## config.mk

```make
export PLATFORM = sky130hd
export DESIGN_NAME = spi_transfer_controller
export DESIGN_NICKNAME = d
export VERILOG_FILES = /design/src/rtl/spi_transfer_controller.sv
export SDC_FILE = /design/constraint.sdc
export NUM_CORES = 1
export LEC_CHECK = 0
export ABC_AREA = 1
export BUFFER_PORTS_ARGS = -buffer_cell sky130_fd_sc_hd__buf_2
export CORE_MARGIN = 5
export CORE_UTILIZATION = 30
export CTS_BUF_LIST = sky130_fd_sc_hd__clkbuf_4 sky130_fd_sc_hd__clkbuf_8 sky130_fd_sc_hd__clkbuf_16
export DETAILED_ROUTE_END_ITERATION = 6
export HOLD_SLACK_MARGIN = 0.06
export SYNTH_ARGS = -nofsm -noshare
export SYNTH_HDL_FRONTEND = slang
export SYNTH_SLANG_ARGS = --single-unit
```

## constraint.sdc

```tcl
create_clock -name clk -period 1.65 [get_ports clk]
set_input_delay 0.33 -clock clk [delete_from_list [all_inputs] [get_ports clk]]
set_output_delay 0.33 -clock clk [all_outputs]
set_load 0.03 [all_outputs]
```

## src/rtl/spi_transfer_controller.sv

```systemverilog
// SPI mode-0 master transfer sequencer.
// Runs one MSB-first transfer at a time. It owns the divider load and the
// enable of an external serial clock generator, and reacts to that
// generator's rising/falling strobes. ss_n is held low across chained
// transfers and is framed by setup/hold guard cycles.
`timescale 1ns/1ps

module spi_transfer_controller #(
    parameter int DATA_W   = 8,
    parameter int SS_SETUP = 2,
    parameter int SS_HOLD  = 2
) (
    input  logic              clk,
    input  logic              rst_n,
    input  logic              cfg_div_valid_i,
    input  logic [7:0]        cfg_div_i,
    output logic              cfg_ready_o,
    input  logic              req_valid_i,
    output logic              req_ready_o,
    input  logic [DATA_W-1:0] req_data_i,
    input  logic              req_last_i,
    output logic              rsp_valid_o,
    output logic [DATA_W-1:0] rsp_data_o,
    output logic              busy_o,
    output logic              ss_n_o,
    output logic              mosi_o,
    input  logic              miso_i,
    output logic              gen_en_o,
    output logic              gen_div_valid_o,
    output logic [7:0]        gen_div_o,
    input  logic              gen_rising_i,
    input  logic              gen_falling_i
);

    localparam int GUARD_MAX = (SS_SETUP > SS_HOLD) ? SS_SETUP : SS_HOLD;
    localparam int GUARD_W   = $clog2(GUARD_MAX + 1);
    localparam int BIT_W     = $clog2(DATA_W + 1);

    typedef enum logic [2:0] {
        ST_IDLE,
        ST_SETUP,
        ST_SHIFT,
        ST_GAP,
        ST_HOLD
    } state_t;

    state_t              state_q;
    logic [GUARD_W-1:0]  guard_cnt_q;
    logic [BIT_W-1:0]    bit_cnt_q;
    logic [DATA_W-1:0]   tx_shreg_q;
    logic [DATA_W-1:0]   rx_shreg_q;
    logic                last_q;
    logic                ss_n_q;
    logic                mosi_q;
    logic                rsp_valid_q;
    logic [DATA_W-1:0]   rsp_data_q;
    logic                gen_div_valid_q;
    logic [7:0]          gen_div_q;
    logic                final_fall;

    // The last falling strobe of a word: stop the generator in that same
    // cycle so it never produces a further edge.
    assign final_fall      = gen_falling_i && (bit_cnt_q == BIT_W'(DATA_W - 1));
    assign gen_en_o        = (state_q == ST_SHIFT) && !final_fall;
    assign cfg_ready_o     = (state_q == ST_IDLE);
    assign req_ready_o     = ((state_q == ST_IDLE) && !cfg_div_valid_i) || (state_q == ST_GAP);
    assign busy_o          = (state_q != ST_IDLE);
    assign ss_n_o          = ss_n_q;
    assign mosi_o          = mosi_q;
    assign rsp_valid_o     = rsp_valid_q;
    assign rsp_data_o      = rsp_data_q;
    assign gen_div_valid_o = gen_div_valid_q;
    assign gen_div_o       = gen_div_q;

    // Transfer sequencer: state, guard/bit counters, shift registers and all registered outputs.
    always_ff @(posedge clk or negedge rst_n) begin
        if (!rst_n) begin
            state_q         <= ST_IDLE;
            guard_cnt_q     <= '0;
            bit_cnt_q       <= '0;
            tx_shreg_q      <= '0;
            rx_shreg_q      <= '0;
            last_q          <= 1'b0;
            ss_n_q          <= 1'b1;
            mosi_q          <= 1'b0;
            rsp_valid_q     <= 1'b0;
            rsp_data_q      <= '0;
            gen_div_valid_q <= 1'b0;
            gen_div_q       <= '0;
        end else begin
            gen_div_valid_q <= 1'b0;
            rsp_valid_q     <= 1'b0;
            case (state_q)
                ST_IDLE: begin
                    if (cfg_div_valid_i) begin
                        // A divider load wins over a pending request this cycle.
                        gen_div_q       <= cfg_div_i;
                        gen_div_valid_q <= 1'b1;
                    end else if (req_valid_i) begin
                        tx_shreg_q  <= req_data_i;
                        mosi_q      <= req_data_i[DATA_W-1];
                        rx_shreg_q  <= '0;
                        bit_cnt_q   <= '0;
                        last_q      <= req_last_i;
                        ss_n_q      <= 1'b0;
                        guard_cnt_q <= '0;
                        state_q     <= ST_SETUP;
                    end
                end
                ST_SETUP: begin
                    if (guard_cnt_q == GUARD_W'(SS_SETUP - 1)) begin
                        guard_cnt_q <= '0;
                        state_q     <= ST_SHIFT;
                    end else begin
                        guard_cnt_q <= guard_cnt_q + 1'b1;
                    end
                end
                ST_SHIFT: begin
                    if (gen_rising_i) begin
                        rx_shreg_q <= {rx_shreg_q[DATA_W-2:0], miso_i};
                    end else if (gen_falling_i) begin
                        if (final_fall) begin
                            rsp_valid_q <= 1'b1;
                            rsp_data_q  <= rx_shreg_q;
                            mosi_q      <= 1'b0;
                            guard_cnt_q <= '0;
                            state_q     <= last_q ? ST_HOLD : ST_GAP;
                        end else begin
                            bit_cnt_q  <= bit_cnt_q + 1'b1;
                            mosi_q     <= tx_shreg_q[DATA_W-2];
                            tx_shreg_q <= {tx_shreg_q[DATA_W-2:0], 1'b0};
                        end
                    end
                end
                ST_GAP: begin
                    // Chained word: ss_n is already low, so skip the setup guard.
                    if (req_valid_i) begin
                        tx_shreg_q <= req_data_i;
                        mosi_q     <= req_data_i[DATA_W-1];
                        rx_shreg_q <= '0;
                        bit_cnt_q  <= '0;
                        last_q     <= req_last_i;
                        state_q    <= ST_SHIFT;
                    end
                end
                ST_HOLD: begin
                    if (guard_cnt_q == GUARD_W'(SS_HOLD - 1)) begin
                        guard_cnt_q <= '0;
                        ss_n_q      <= 1'b1;
                        state_q     <= ST_IDLE;
                    end else begin
                        guard_cnt_q <= guard_cnt_q + 1'b1;
                    end
                end
                default: begin
                    state_q <= ST_IDLE;
                end
            endcase
        end
    end

endmodule

```

==> out/qor.txt <==
Cell Int Power: 0.00276 W
Area occupied by multi-input gates: 0.00103 mm^2
Initial antenna violation count: 0
Skew final: 0.0112 ns
Die height: 96.3 um
RSZ-0062 raised after global routing: yes
CTS tree: done
Layout fillers: 759
Ranking of synthesized cells by area: dfrtp_1 49%, nand2_1 24%, o21ai_2 3.1%
Grt total ovfl: 0
Peak supply drop: 609 uV
Number of synthesized flops with an enable pin: 0
Mapped Cells: 274
Hold slack: 0.223 ns
Row cnt: 31
GRT Resource Usage Total: 0.121
Fin. Hold Viols: 0
Initial Utilization: 0.308
Top_reg_cell synth: dfrtp_1
Routability cong.: 0.879
Highest-count cells in the layout ignoring fill and taps: 138 x nand2_1, 44 x buf_2, 41 x dfrtp_1, 14 x inv_1, 14 x buf_4
Placement Setup Slack: 0.0780 ns
Synthesis-to-layout area growth: 27.5%
Critical path startpoint category: flip-flop
Share of total power in the clock network: 0.170
Power Dens Cells: 1750 mW/mm^2
Register area share after synthesis: 0.504
Syn Area/Cell: 8.16 um^2
CTS Buf Count: 5
Total Neg Setup Slack: -0.0588 ns
Synth top area share: 0.492
DR vias: 1904
Final Net Count: 362
First-iteration detailed-routing DRC count: 75
CP max FO: 4
Share of cells above drive strength 1: 0.320
Slew @ Worst Pin: 0.262 ns
Antenna Cells: 0
Status: finished, violations left
Worst Min Path Start: cfg_div_i[1]
Reg2Reg Launch Point: state_q[2]
Global-route track usage on met3: 0.0399
CTS sink cnt: 45
Setup violators final: 2
Vias in the first global route: 1822
Synth unique cells: 27
Io pins: 48
Vias per inst: 4.36
Die Wd: 96.3 um
Final core occ: 0.393
Slew margin rel.: 0.825
GR Util met1: 0.147
Most common cell after layout, fill and taps aside: nand2_1
Drc violations: 0
Critical Path RT: 1.32 ns
Yosys warnings: 0
Max Freq: 589 MHz
DRT Pass-1 Iters: 4
Synth Register Bits: 45
Slew Limit Fails: 0
Fin crit share: 1.03
Pwr Total: 0.00500 W
Leakage power: 1.59 nW
Busiest layer in global routing: met2
CTS Buffer Depth: 2
Core area: 0.00725 mm^2
Largest net degree at the start of global routing: 46
Asr flop ratio synth: 1.00
Failing checks: setup timing
Sw Share: 0.449
Clock latency on the worst-skew pair: 0.30 ns
First-pass GRT wire length: 8690 um
Register Area: 0.00113 mm^2
Mapped Area: 0.00224 mm^2
Crit path kind: reg2out
Area leader, netlist: dfrtp_1
Avg WL per Cell: 11.8 um
IO Port Bufs: 47
Comb power frac: 0.506
Minimum clock period: 1.70 ns
Setup ws final: -0.0477 ns
Post-DRT Antenna Nets: 0
Clk slew on worst S/H paths: 0.09 ns
Crit end category: output pin
Net Switching: 0.00225 W
H-Tree Depth: 2
Hold WC Path Type: in2reg
Crit path from: state_q[2]
Die area: 0.00928 mm^2
Max cap viols: 0
CTS root buffer: clkbuf_8
Sequential cell fraction of total power: 0.324
WP data arrival: 1.37 ns
Met2 GRT Util: 0.205
Detailed placement HPWL: 3760 um
Aggregate routed wire length: 5170 um
Syn nets: 299
==> synth_stat cells, types with 3 or more instances <==
| cell | count |
|---|---|
| o21ai_0 | 9 |
| nor2_4 | 4 |
| dfrtp_1 | 44 |
| nand2_4 | 3 |
| nand2_1 | 141 |
| nor2_1 | 12 |
| inv_1 | 16 |
| nand2_2 | 4 |
| buf_6 | 4 |
| nand3_1 | 10 |
| o21ai_2 | 8 |
==> sequential cells by signal, indices dropped and copies added, names as in the netlist <==
name and count:
bit_cnt_q 4, gen_div_o 8, gen_div_valid_o 1, guard_cnt_q 2, last_q 1, mosi_o 1
rsp_data_o 8, rsp_valid_o 1, rx_shreg_q 8, ss_n_o 1, state_q 3, tx_shreg_q 7
==> critical path, cell delays in order (launching register included) <==
cell	delay, ns
dfrtp_2	0.47
nor2_4	0.16
nand2_2	0.06
nand2_2	0.07
inv_2	0.05
a21oi_2	0.12
buf_6	0.14
==> final timing paths <==
check	end	slack (ns)	cells after the start
hold reg to reg	ss_n_o	0.47	2
setup reg to reg	tx_shreg_q[2]	0.13	9
min in group asynchronous	guard_cnt_q[0]	0.54	3
setup / recovery	req_ready_o	-0.05	6
max in group asynchronous	ss_n_o	0.84	3
hold / removal	gen_div_o[1]	0.22	3
==> timing repair <==
item,CTS,global route
pin swaps,1,6
endpoints found under the hold margin,44,0
hold buffers,1,0
setup buffers,6,2
resized for setup,13,9
endpoints found under the setup margin,4,4
==> cell families after synthesis <==
| kind of cell | after synthesis | share of synthesized area |
|---|---|---|
| xor+xnor | 1 | 0.00392 |
| simple gates | 181 | 0.360 |
| fa+ha+maj | 1 | 0.00560 |
| buf+inv | 24 | 0.0565 |
| compound gates | 22 | 0.0694 |
| flops | 45 | 0.504 |
==> power by group through the flow <==
stage	sequential [W]	combinational (W)	clock [W]
CTS	0.00162	0.00246	0.000881
detailed placement	0.00165	0.00226	0
finish	0.00162	0.00253	0.000850
global placement	0.00164	0.00224	0
floorplan	0.00181	0.00155	0
global route	0.00166	0.00285	0.000942
==> per-layer routing <==
metal / share of wire / vias to the layer above
met1: 0.43 / 880
met5: 0 / -
met2: 0.50 / 44
met4: 0.0097 / 0
met3: 0.056 / 6
li1: - / 974
==> per-stage QoR <==
stage / area (um^2) / cells
final: 2850 / 437
after detailed placement: 2600 / 420
after global routing: 2850 / 437
after CTS: 2810 / 435
after global placement: 2600 / 420
after floorplan: 2240 / 274
==> final cells by class <==
class / count / share of cell area
tap: 99 / 0.0434
sequential: 45 / 0.397
inverter: 17 / 0.0233
clock buffer: 5 / 0.0241
multi-input combinational: 205 / 0.361
clock inverter: 3 / 0.0154
timing repair buffer: 63 / 0.136
Note: power is estimated with default switching activity, not from simulation.
